[src/rtl/aib_tx_framer.sv]
// AIB core-side TX framer: buffers 64-bit payloads, stamps type/seq/parity into
// 72-bit flits, and inserts an idle flit after a run of empty cycles.
module aib_tx_framer #(
  parameter int DEPTH       = 4,
  parameter int IDLE_CYCLES = 64
) (
  input  logic                     i_aib_clk,
  input  logic                     i_rst,
  input  logic                     i_in_valid,
  output logic                     o_in_ready,
  input  logic [63:0]              i_in_data,
  input  logic [2:0]               i_in_type,
  output logic                     o_tx_valid,
  input  logic                     i_tx_ready,
  output logic [71:0]              o_tx_data,
  output logic [$clog2(DEPTH):0]   o_count,
  output logic                     o_type_err
);

  // state   | meaning
  // ST_DATA | FIFO head (if any) drives the TX port
  // ST_IDLE | idle flit is pending and held until the adapter takes it

  localparam int AW = $clog2(DEPTH);
  localparam int CW = AW + 1;
  localparam logic [CW-1:0] DEPTH_C  = CW'(DEPTH);
  localparam logic [7:0]    IDLE_MAX = 8'(IDLE_CYCLES);

  typedef enum logic {
    ST_DATA = 1'b0,
    ST_IDLE = 1'b1
  } state_t;

  state_t          state_q, state_d;
  logic [71:0]     mem_q [DEPTH];
  logic [AW-1:0]   wr_ptr_q, wr_ptr_d;
  logic [AW-1:0]   rd_ptr_q, rd_ptr_d;
  logic [CW-1:0]   count_q, count_d;
  logic [3:0]      seq_q, seq_d;
  logic [3:0]      idle_seq_q, idle_seq_d;
  logic [7:0]      idle_cnt_q, idle_cnt_d;
  logic            type_err_q, type_err_d;

  logic            push;
  logic            pop_fifo;
  logic            pop_idle;
  logic            fifo_nonempty;
  logic [70:0]     push_body;
  logic [71:0]     push_flit;
  logic [70:0]     idle_body;
  logic [71:0]     idle_flit;

  assign fifo_nonempty = (count_q != '0);
  assign o_in_ready    = !i_rst && (count_q < DEPTH_C);
  assign push          = i_in_valid && o_in_ready;
  assign o_tx_valid    = (state_q == ST_IDLE) || fifo_nonempty;
  assign pop_idle      = (state_q == ST_IDLE) && i_tx_ready;
  assign pop_fifo      = (state_q == ST_DATA) && fifo_nonempty && i_tx_ready;

  // Parity bit makes the XOR of all 72 bits zero.
  assign push_body = {seq_q, i_in_type, i_in_data};
  assign push_flit = {^push_body, push_body};
  assign idle_body = {idle_seq_q, 3'b000, 64'd0};
  assign idle_flit = {^idle_body, idle_body};

  assign o_tx_data  = (state_q == ST_IDLE) ? idle_flit : mem_q[rd_ptr_q];
  assign o_count    = count_q;
  assign o_type_err = type_err_q;

  always_comb begin
    state_d    = state_q;
    wr_ptr_d   = wr_ptr_q;
    rd_ptr_d   = rd_ptr_q;
    count_d    = count_q;
    seq_d      = seq_q;
    idle_seq_d = idle_seq_q;
    idle_cnt_d = idle_cnt_q;
    type_err_d = push && (i_in_type == 3'b000);

    if (push) begin
      wr_ptr_d = wr_ptr_q + 1'b1;
      seq_d    = seq_q + 4'd1;
    end
    if (pop_fifo) begin
      rd_ptr_d = rd_ptr_q + 1'b1;
    end

    case ({push, pop_fifo})
      2'b10:   count_d = count_q + 1'b1;
      2'b01:   count_d = count_q - 1'b1;
      default: count_d = count_q;
    endcase

    if (push || pop_idle) begin
      idle_cnt_d = 8'd0;
    end else if (!fifo_nonempty && (idle_cnt_q != IDLE_MAX)) begin
      idle_cnt_d = idle_cnt_q + 8'd1;
    end

    case (state_q)
      ST_DATA: begin
        // Seq is frozen into the idle flit so later pushes cannot disturb it.
        if (!fifo_nonempty && !push && (idle_cnt_d == IDLE_MAX)) begin
          state_d    = ST_IDLE;
          idle_seq_d = seq_q;
        end
      end
      ST_IDLE: begin
        if (i_tx_ready) begin
          state_d = ST_DATA;
        end
      end
      default: state_d = ST_DATA;
    endcase
  end

  always_ff @(posedge i_aib_clk) begin
    if (i_rst) begin
      state_q    <= ST_DATA;
      wr_ptr_q   <= '0;
      rd_ptr_q   <= '0;
      count_q    <= '0;
      seq_q      <= 4'd0;
      idle_seq_q <= 4'd0;
      idle_cnt_q <= 8'd0;
      type_err_q <= 1'b0;
    end else begin
      state_q    <= state_d;
      wr_ptr_q   <= wr_ptr_d;
      rd_ptr_q   <= rd_ptr_d;
      count_q    <= count_d;
      seq_q      <= seq_d;
      idle_seq_q <= idle_seq_d;
      idle_cnt_q <= idle_cnt_d;
      type_err_q <= type_err_d;
    end
  end

  always_ff @(posedge i_aib_clk) begin
    if (push) begin
      mem_q[wr_ptr_q] <= push_flit;
    end
  end

endmodule

[config.mk]
export PLATFORM = sky130hd
export DESIGN_NAME = aib_tx_framer
export DESIGN_NICKNAME = d
export VERILOG_FILES = /design/src/rtl/aib_tx_framer.sv
export SDC_FILE = /design/constraint.sdc
export NUM_CORES = 1
export LEC_CHECK = 0
export ABC_AREA = 1
export CAP_MARGIN = 5
export CORE_ASPECT_RATIO = 2
export CORE_UTILIZATION = 45
export DETAILED_ROUTE_END_ITERATION = 8
export HOLD_SLACK_MARGIN = 0.06
export PLACE_DENSITY = 0.77
export SYNTH_ARGS = -nofsm -noshare
export SYNTH_HDL_FRONTEND = slang
export SYNTH_SLANG_ARGS = --single-unit
[constraint.sdc]
create_clock -name i_aib_clk -period 5.5 [get_ports i_aib_clk]
set_input_delay 0.825 -clock i_aib_clk [delete_from_list [all_inputs] [get_ports i_aib_clk]]
set_output_delay 0.825 -clock i_aib_clk [all_outputs]
set_load 0.1 [all_outputs]
Word-level counts from Yosys, hierarchy flattened --
Memories as Yosys holds them, arrays and structs flattened. A register that Yosys moved wholly into a read port is not among the register bits. Index checks and enable logic that the tools add are counted.
Storage, ports and cells: flip-flop bits (word level) 25, bits in latches 0, memory bits (writable) 288, ROM bits 0, input port bits 71, output and inout bits 78, memories 1
Operators by class: add/sub/neg operators 6, $mul 0, divide/modulo/power cells 0, magnitude comparators 1, eq/ne operators 4, shift-type cells 0, muxes and demuxes 11, bitwise operators 1, reductions and logical operators 20
Memories:
- mem_q | words 4, width 72, rd ports 1, clocked after Yosys merged registers in 1, wr ports 1, RTL line 35 | logic [71:0] mem_q [DEPTH];
Operator list (number):
- XOR reduction 71 bit | 2
- two-way mux 72 bit | 1
- two-way mux 8 bit | 2
- logical AND 1 bit | 9
- adder 8 x 1 -> 8 bit, second input constant | 1
- == test 8 x 7 -> 1 bit, second input constant | 1
- inequality test 8 x 7 -> 1 bit, second input constant | 1
- one-hot mux 3 bit (2 select lines) | 1
- adder 2 x 1 -> 2 bit, second input constant | 2
- adder 4 x 1 -> 4 bit, second input constant | 1
- two-way mux 1 bit | 4
- two-way mux 2 bit | 2
- adder 3 x 1 -> 3 bit, second input constant | 1
- logical NOT 1 bit | 3
- logical NOT 3 bit | 1
- < comparator 3 bit, second input constant | 1
- nonzero test 3 bit | 1
- subtractor 3 x 1 -> 3 bit, second input constant | 1
- == test 2 x 1 -> 1 bit, second input constant | 1
- == test 2 bit, second input constant | 1
- logical OR 1 bit | 2
- one-hot mux 1 bit (2 select lines) | 1
- AND reduction 2 bit | 1
- nonzero test 2 bit | 1
- NOT 1 bit | 1

Logic depth before layout (Yosys ltp) --
Gate-level depths: netlist (run 1).
word-level depth 9, depth in mapped cells 16, mapped depth without buffers 16

Worst setup path after synthesis (run 1) --
Ideal clock, no wire load.
path kind reg2reg, start register count_q[2] (netlist: o_count[2]), end memory mem_q[0][0] (enable), setup time 0.503 ns, arrival 4.486 ns, required time 4.997 ns, slack 0.511 ns, cell stages (with the launch flop) 5, period minus slack after synthesis 4.989 ns, cell sequence dfxtp_1 -> nor3b_2 -> inv_1 -> clkbuf_1 -> nor2_1
Between the ends: longest elaborated chain between the ends 5
Ends and longest elaborated chain:
- start: declaration | RTL line 38 | logic [CW-1:0] count_q, count_d;
- start signal: assignment | RTL line 131 | count_q <= count_d;
- < comparator 3 bit | RTL line 54 | assign o_in_ready = !i_rst && (count_q < DEPTH_C);
- logical AND 1 bit | RTL line 54
- logical AND 1 bit | RTL line 55 | assign push = i_in_valid && o_in_ready;
- two-way mux 1 bit | RTL line 140 | if (push) begin
- two-way mux 1 bit (not written as such) | RTL line 141 | mem_q[wr_ptr_q] <= push_flit;
- end: declaration | RTL line 35
Every way passes these cells.

==> impl_metrics.py, run 1 <==
metrics = {
    "status": {
        "status": "finished clean",
    },
    "detailed_routing": {
        "drtIter0Drc": 626,
        "drc": 0,
        "wl_um": 33020,
        "antenna_left": 0,
        "drtPass1Iterations": 5,
        "wl_per_cell_um": 17.10,
        "viasPerCell": 5.276,
        "vias": 10187,
    },
    "synth": {
        "synth_top_cell_area_share": 0.6155,
        "async_flop_share": 0,
        "netlist-cell-type-count": 33,
        "avgSynthCellArea_um2": 10.03,
        "synth_area_leaders": "edfxtp_1, nor2_1, nand2_1",
        "yosysTopAreaCell": "edfxtp_1",
        "synth-edff-count": 288,
        "yosys_warnings": 0,
        "ys.flop_type": "edfxtp_1",
        "ys_seq_elements": 315,
        "netlist_instances": 1401,
        "ys_seq_area_frac": 0.6540,
        "synthesis.nets": 1483,
        "netlist_area_um2": 14050,
    },
    "pwr": {
        "p_total_mw": 9.965,
        "vdd_ir_drop_max_mv": 0.6376,
        "power.density_nw_per_um2": 594.1,
        "leakagePower_nw": 6.303,
    },
    "clock_tree": {
        "cts_buffers": 28,
        "cts_buffer_depth": 3,
        "cts_resized": 0,
        "htreeDepth": 1,
        "clkTransAtPathRegs_ns": 0.07,
        "clkSinkCount": 315,
        "cts_hold_buf": 0,
        "cts_tree": "yes",
        "insertion_delay_ns": 0.55,
        "postCtsSetupBuffers": 0,
        "clock-root-buffer": "clkbuf_16",
    },
    "worst_setup_path": {
        "critPathRequiredTime_ns": 4.68,
        "cp-start-kind": "register",
        "crit_path_end_kind": "output port",
        "critPathKind": "reg -> out",
        "cp_max_fo": 83,
        "worstPathArrival_ns": 3.77,
    },
    "finish": {
        "area_growth_syn_to_layout_pct": 19.38,
        "regArea_um2": 9195,
        "final_util": 0.5456,
        "fillerInstances": 2608,
        "antenna_cells": 0,
        "drive_gt1_frac": 0.05003,
        "finalNetCount": 1620,
        "multi_input_area_um2": 4373,
    },
    "timing": {
        "setup_viol": 0,
        "clock_skew_ns": 0.007873,
        "max_freq_mhz": 217.4,
        "slew_violations": 0,
        "tns_ns": 0,
        "worst_slew_pin_slew_ns": 1.056,
        "setup_slack_ns": 0.9003,
        "rsz0062_at_grt": "no",
        "fin_crit_sh": 0.8363,
        "min_period_ns": 4.600,
        "hold_viol_final": 0,
        "max_slew_margin": 0.2950,
    },
    "place": {
        "dpl.hpwl_um": 21040,
        "pre_cts_slack_ns": 1.443,
        "gp_congestion": 0.7911,
        "portBuffers": 148,
    },
    "grt": {
        "antenna_found_initial": 2,
        "grt_usage": 0.2089,
        "grt_pass1_vias": 10260,
        "grt_max_degree": 84,
        "grt.overflow.total": 0,
        "grt_pass1_wl_um": 51660,
    },
    "floorplan": {
        "die_w_um": 126.9,
        "dieArea_um2": 31980,
        "fp-row-count": 91,
        "fp.coreArea_um2": 30740,
        "die_y_um": 251.9,
        "io_pins": 149,
        "start_util": 0.4570,
    },
    "run": {
        "maxCapViolCount": 0,
    },
    "min_path": {
        "hp-class": "reg -> reg",
    },
}
-- cell families after synthesis --
| group | count (synthesis) | synth area share |
|---|---|---|
| compound gates | 245 | 0.08852 |
| flops | 315 | 0.6540 |
| simple gates | 658 | 0.1828 |
| xor+xnor | 44 | 0.02743 |
| fa+ha+maj | 11 | 0.01033 |
| buf+inv | 128 | 0.03687 |
-- through the flow --
| step | hold slack [ns] | std cells | instance area [um^2] |
|---|---|---|---|
| after floorplan | 0.4363 | 1401 | 14050 |
| after global placement | 0.4425 | 1880 | 15910 |
| after detailed placement | 0.4603 | 1880 | 15910 |
| after CTS | 0.4722 | 1931 | 16770 |
| after global routing | 0.5105 | 1931 | 16770 |
| final | 0.4769 | 1931 | 16770 |
-- worst max-delay path: stages, from the launching register on --
cell,delay [ns]
dfxtp_4,0.91
buf_4,0.51
nor2_1,0.10
nor2_1,0.09
o21ai_0,0.11
a21oi_1,0.28
clkdlybuf4s50_1,1.19
-- final cells by class --
class | count | area share
Multi-Input combinational cell | 958 | 0.2607
Clock buffer | 35 | 0.04461
Timing Repair Buffer | 165 | 0.09638
Tap cell | 372 | 0.02775
Sequential cell | 315 | 0.5482
Clock inverter | 16 | 0.006565
Inverter | 70 | 0.01574
-- power breakdown --
part | switching [mW] | total [mW] | internal [mW]
combinational | 4.02 | 5.16 | 1.14
clock | 0.847 | 1.86 | 1.01
sequential | 0.166 | 2.94 | 2.78
-- Yosys cell counts (3+ instances only) --
cell        n
nor2_1    323
dfxtp_1    27
ha_1       10
inv_1      67
xnor2_1    26
clkbuf_1   42
buf_1       5
nand2_1   301
a21oi_1    83
xor2_1     18
nand3_1    22
nand2_2     3
a31oi_1     4
buf_2       8
o21ai_0   154
edfxtp_1  288
-- layout by cell type, fill, tap and decap left out, types with 2 or more instances in the layout --
| cell | n |
|---|---|
| clkbuf_16 | 29 |
| clkdlybuf4s50_1 | 146 |
| clkinv_1 | 7 |
| edfxtp_1 | 288 |
| buf_4 | 18 |
| nand2_2 | 3 |
| nor2_1 | 319 |
| clkbuf_1 | 6 |
| dfxtp_2 | 2 |
| nor2_4 | 5 |
| ha_1 | 10 |
| clkinvlp_4 | 2 |
| o21ai_0 | 154 |
| inv_1 | 67 |
| clkinv_2 | 6 |
| xnor2_1 | 26 |
| a31oi_1 | 4 |
| nand2_1 | 301 |
| a21oi_1 | 83 |
| a21oi_2 | 2 |
| dfxtp_1 | 24 |
| xor2_1 | 18 |
| nand3_1 | 22 |
-- flip-flops by register name (all words and copies together), names as in the netlist, named ones only --
name / flops
wr_ptr_q: 2
idle_seq_q: 4
mem_q: 288
idle_cnt_q: 8
o_type_err: 1
o_count: 3
seq_q: 4
state_q: 1
rd_ptr_q: 2
-- layer usage --
metal,part of all wire,wire length [um],track usage,up-vias
met2,0.55,18170,0.4022,271
met5,0.00073,24,0,-
li1,-,-,-,4966
met3,0.046,1523,0.02884,85
met1,0.36,11870,0.2161,4861
met4,0.043,1434,0.1065,4
-- worst paths after layout --
check	start	end	slack, ns	cells after the start
setup / recovery	register	o_tx_data[13]	0.90	6
hold / removal	rd_ptr_q[0]	rd_ptr_q[0]	0.48	1
setup reg to reg	o_count[2]	mem_q[2][38]	2.91	4
hold reg to reg	rd_ptr_q[0]	rd_ptr_q[0]	0.48	1
No activity file was read; power rests on OpenSTA's default activity.
==> inputs of run 2 (changes only) <==
==> constraint.sdc (replaced) <==
create_clock -name i_aib_clk -period 4.8 [get_ports i_aib_clk]
set_input_delay 0.72 -clock i_aib_clk [delete_from_list [all_inputs] [get_ports i_aib_clk]]
set_output_delay 0.72 -clock i_aib_clk [all_outputs]
set_load 0.1 [all_outputs]
==> impl_metrics.py, run 2 (same netlist as run 1, synthesis figures left out) <==
metrics = {
    "run": {
        "maxCapViolCount": 0,
    },
    "timing": {
        "worst_slew_pin_slew_ns": 0.9771,
        "slew_violations": 0,
        "max_freq_mhz": 286.4,
        "tns_ns": 0,
        "hold_viol_final": 0,
        "max_slew_margin": 0.3465,
        "min_period_ns": 3.491,
        "fin_crit_sh": 0.7273,
        "rsz0062_at_grt": "no",
        "setup_viol": 0,
        "clock_skew_ns": 0.01760,
    },
    "detailed_routing": {
        "wl_per_cell_um": 17.09,
        "drc": 0,
        "vias": 10141,
        "antenna_left": 0,
        "viasPerCell": 5.252,
        "drtIter0Drc": 693,
        "drtPass1Iterations": 5,
        "wl_um": 33010,
    },
    "finish": {
        "drive_gt1_frac": 0.09646,
        "layout_common_cells": "nor2_1, nand2_1, edfxtp_1, o21ai_0, buf_4",
        "fin_cells": 1931,
        "final_common_cell": "nor2_1",
        "registers.top_by_ff_count": "mem_q",
        "area_growth_syn_to_layout_pct": 18.66,
        "fillerInstances": 2587,
        "largest_reg_flops": 288,
        "finalNetCount": 1617,
        "reg_top3": "mem_q (288), idle_cnt_q (8)",
    },
    "floorplan": {
        "fp-row-count": 91,
        "dieArea_um2": 31980,
        "start_util": 0.4570,
        "fp.coreArea_um2": 30740,
        "io_pins": 149,
        "die_w_um": 126.9,
        "die_y_um": 251.9,
    },
    "clock_tree": {
        "clkTransAtPathRegs_ns": 0.07,
        "cts_buffers": 27,
        "cts_tree": "yes",
        "insertion_delay_ns": 0.55,
        "cts_buffer_depth": 3,
        "clkSinkCount": 315,
        "cts_hold_buf": 0,
        "cts_resized": 0,
        "postCtsSetupBuffers": 0,
        "htreeDepth": 1,
        "clock-root-buffer": "clkbuf_16",
    },
    "worst_setup_path": {
        "cp_max_fo": 56,
        "path_common_cell": "buf_4",
        "rr_startpoint": "state_q",
        "timing.rr.end": "o_count[2]",
        "cp_slowest_cell": "buf_4",
        "critical_path.cell_chain": "clkinv_2 > buf_4 > o21ai_0 > a21oi_1 > buf_4",
        "setup.worst_path.end": "o_tx_data[17]",
        "reg2reg_setup_slack_ns": 2.27,
        "critPathRequiredTime_ns": 4.08,
        "reg2reg_depth": 9,
        "crit_path_end_kind": "output port",
        "worstPathArrival_ns": 2.77,
        "critPathKind": "reg -> out",
        "cp-start-kind": "register",
        "slowest_delay_ns": 0.54,
    },
    "grt": {
        "grt_usage": 0.2084,
        "grt.overflow.total": 0,
        "grt_max_degree": 83,
        "grt_pass1_vias": 10423,
        "grt_pass1_wl_um": 51650,
        "antenna_found_initial": 4,
    },
    "pwr": {
        "leakagePower_nw": 6.382,
        "p_total_mw": 11.49,
        "vdd_ir_drop_max_mv": 0.4701,
        "power.density_nw_per_um2": 689.4,
    },
    "place": {
        "dpl.hpwl_um": 21140,
        "portBuffers": 148,
        "dpl.cell_count": 1878,
        "gp_congestion": 0.7812,
    },
    "status": {
        "status": "finished clean",
    },
    "min_path": {
        "hp-class": "reg -> reg",
    },
}
-- run 2: cell types whose count changed in the layout (fill, tap and decap cells not counted), sizes merged --
cell | before | now
buf | 19 | 87
inv | 69 | 71
clkbuf | 35 | 30
diode | 0 | 4
clkinvlp | 2 | 4
bufinv | 1 | 5
clkdlybuf4s50 | 146 | 76
clkinv | 14 | 9
-- run 2: how the worst min path moves through the flow --
stage                           start       end  depth (start not counted)
after floorplan           rd_ptr_q[1]  register                          2
after global placement    rd_ptr_q[1]  register                          2
after detailed placement  rd_ptr_q[1]  register                          2
after CTS                 rd_ptr_q[1]  register                          2
after global routing      rd_ptr_q[1]  register                          2
final                     rd_ptr_q[1]  register                          2
-- run 2: final cells by class --
class | count | area, um^2 | area share
sequential | 315 | 9195 | 0.5516
multi-input combinational | 958 | 4373 | 0.2623
antenna | 4 | 10.01 | 0.0006004
tap | 372 | 465.4 | 0.02792
inverter | 70 | 264.0 | 0.01584
timing repair buffer | 163 | 1426 | 0.08556
clock buffer | 30 | 686.9 | 0.04120
clock inverter | 19 | 250.2 | 0.01501
-- run 2: worst max-delay path, delay by kind of cell, from the launching register on --
| kind | cells | cell delay, ns |
|---|---|---|
| DFF | 1 | 0.37 |
| AOI/OAI and AO/OA | 2 | 0.47 |
| buffers and inverters | 3 | 1.35 |
-- run 2: metrics by stage --
stage | utilization | setup WS (ns) | hold slack (ns) | instance area (um^2)
after CTS | 0.5420 | 1.233 | 0.4637 | 16660
after floorplan | - | -0.1890 | 0.4363 | 14050
after global routing | 0.5423 | 1.131 | 0.4854 | 16670
after global placement | 0.5115 | 1.400 | 0.4413 | 15720
final | 0.5423 | 1.309 | 0.4650 | 16670
after detailed placement | 0.5115 | 1.300 | 0.4528 | 15720
-- run 2: per-layer routing --
| metal | up-vias | share of wire | track usage |
|---|---|---|---|
| met4 | 0 | 0.049 | 0.1224 |
| li1 | 4966 | - | - |
| met2 | 294 | 0.55 | 0.4041 |
| met3 | 82 | 0.048 | 0.02566 |
| met5 | - | 0 | 0 |
| met1 | 4799 | 0.36 | 0.2082 |
-- run 2: power by group --
part           total (mW)  internal, mW  switching (mW)
clock network        2.31          1.32           0.995
logic                5.93          1.16            4.77
registers            3.25          3.18          0.0769
==> inputs of run 3 (changes only) <==
==> constraint.sdc (replaced) <==
create_clock -name i_aib_clk -period 3.5 [get_ports i_aib_clk]
set_input_delay 0.525 -clock i_aib_clk [delete_from_list [all_inputs] [get_ports i_aib_clk]]
set_output_delay 0.525 -clock i_aib_clk [all_outputs]
set_load 0.1 [all_outputs]
==> impl_metrics.py, run 3 (same netlist as run 1, synthesis figures left out) <==
metrics = {
    "timing": {
        "max_slew_margin": 0.3551,
        "setup_slack_ns": 0.2243,
        "max_freq_mhz": 305.3,
        "clock_skew_ns": 0.008260,
        "rsz0062_at_grt": "no",
        "fin_crit_sh": 0.9359,
        "min_period_ns": 3.276,
        "setup_viol": 0,
        "slew_violations": 0,
        "hold_viol_final": 0,
        "worst_slew_pin_slew_ns": 0.9643,
    },
    "floorplan": {
        "dieArea_um2": 31980,
        "start_util": 0.4570,
        "fp-row-count": 91,
        "die_w_um": 126.9,
        "die_y_um": 251.9,
        "fp.coreArea_um2": 30740,
        "io_pins": 149,
    },
    "grt": {
        "busiest_layer": "met2",
        "grt_pass1_wl_um": 53300,
        "grt_usage": 0.2165,
        "grt_util_met1": 0.2177,
        "grt_max_degree": 113,
        "grt_pass1_vias": 10572,
        "met2_usage": 0.4242,
        "antenna_found_initial": 4,
        "grt.overflow.total": 0,
        "met3_usage": 0.02226,
    },
    "worst_setup_path": {
        "critPathRequiredTime_ns": 2.97,
        "crit_family": "flip-flops",
        "reg2reg_setup_slack_ns": 1.15,
        "cp_max_fo": 60,
        "critPathKind": "reg -> out",
        "cp-start-kind": "register",
        "critical_path.cell_chain": "buf_4 > nor2_1 > nor2_1 > o21ai_0 > a21oi_1 > buf_12",
        "slowest_delay_ns": 0.79,
        "critPathBufInv": 2,
        "path_common_cell": "nor2_1",
        "cp_slowest_cell": "dfxtp_4",
        "worstPathArrival_ns": 2.75,
        "crit_path_end_kind": "output port",
    },
    "place": {
        "pre_cts_slack_ns": 0.5926,
        "dpl_cell_area_um2": 16700,
        "gp_congestion": 0.7886,
        "dpl.cell_count": 1884,
        "portBuffers": 148,
        "dpl.hpwl_um": 22460,
    },
    "status": {
        "status": "finished clean",
    },
    "detailed_routing": {
        "viasPerCell": 5.329,
        "drc": 0,
        "wl_per_cell_um": 17.63,
        "drtPass1Iterations": 5,
        "drtIter0Drc": 668,
        "wl_um": 34120,
        "antenna_left": 0,
        "vias": 10317,
    },
    "clock_tree": {
        "cts_tree": "yes",
        "cts_hold_buf": 0,
        "cts_buffer_depth": 3,
        "cts_resized": 0,
        "insertion_delay_ns": 0.54,
        "clkTransAtPathRegs_ns": 0.07,
        "htreeDepth": 1,
        "clkSinkCount": 315,
        "postCtsSetupBuffers": 0,
        "clock-root-buffer": "clkbuf_16",
        "cts_buffers": 27,
    },
    "pwr": {
        "power.density_nw_per_um2": 980.8,
        "leakagePower_nw": 6.724,
        "vdd_ir_drop_max_mv": 0.8447,
    },
    "finish": {
        "fin_area_um2": 17570,
        "drive_gt1_frac": 0.1006,
        "registers.top_by_ff_count": "mem_q",
        "layout_common_cells": "nor2_1, nand2_1, edfxtp_1, o21ai_0, a21oi_1",
        "area_growth_syn_to_layout_pct": 25.04,
        "fin_cells": 1936,
        "finalNetCount": 1623,
        "reg_top3": "mem_q (288), idle_cnt_q (8)",
        "largest_reg_flops": 288,
        "final_common_cell": "nor2_1",
    },
    "run": {
        "maxCapViolCount": 0,
    },
    "min_path": {
        "hp-class": "reg -> reg",
    },
}
==> run 3: changes by cell type in the layout (fill, tap and decap cells not counted), sizes merged <==
cell	before	now
buf	87	95
clkinv	9	14
bufinv	5	2
clkdlybuf4s50	76	74
inv	71	69
diode	4	3
==> run 3: layout make-up <==
class / count / area [um^2]
sequential: 315 / 9198
inverter: 70 / 264.0
antenna: 3 / 7.507
multi-input combinational: 958 / 4373
fill: 2503 / 13170
clock buffer: 30 / 686.9
timing repair buffer: 169 / 2405
tap: 372 / 465.4
clock inverter: 19 / 168.9
==> run 3: routing by layer <==
layer	vias up	part of all wire
met4	2	0.045
li1	4982	-
met1	4986	0.35
met2	269	0.56
met5	-	0.00035
met3	78	0.039
==> run 3: per-stage QoR <==
step / hold WS, ns / utilization / TNS [ns] / total power [mW]
floorplan: 0.4363 / - / -91.10 / 10.92
global placement: 0.4382 / 0.5434 / 0 / 14.31
detailed placement: 0.4606 / 0.5434 / 0 / 14.41
CTS: 0.4709 / 0.5712 / 0 / 17.33
global route: 0.5005 / 0.5715 / 0 / 17.86
finish: 0.4771 / 0.5715 / 0 / 17.23
==> run 3: power breakdown <==
part / internal (mW) / switching, mW / leakage, nW
clock network: 1.58 / 1.35 / 0.410
logic: 2.98 / 6.70 / 3.47
registers: 4.36 / 0.271 / 2.84
total: 8.91 / 8.32 / 6.72
==> run 3: path summary, 6_finish.rpt <==
| path | from | to | cells past startpoint |
|---|---|---|---|
| max | register | o_tx_data[56] | 6 |
| min | rd_ptr_q[1] | register | 2 |
| max reg2reg | o_count[2] | mem_q[0][11] | 4 |
| min reg2reg | rd_ptr_q[1] | register | 2 |
==> run 3: worst reg2reg max path: cells and delay by family (launching register included) <==
family                 cells  cell delay, ns
DFF                        1            0.39
buffers and inverters      2            0.71
and+or+nand+nor            2            0.92
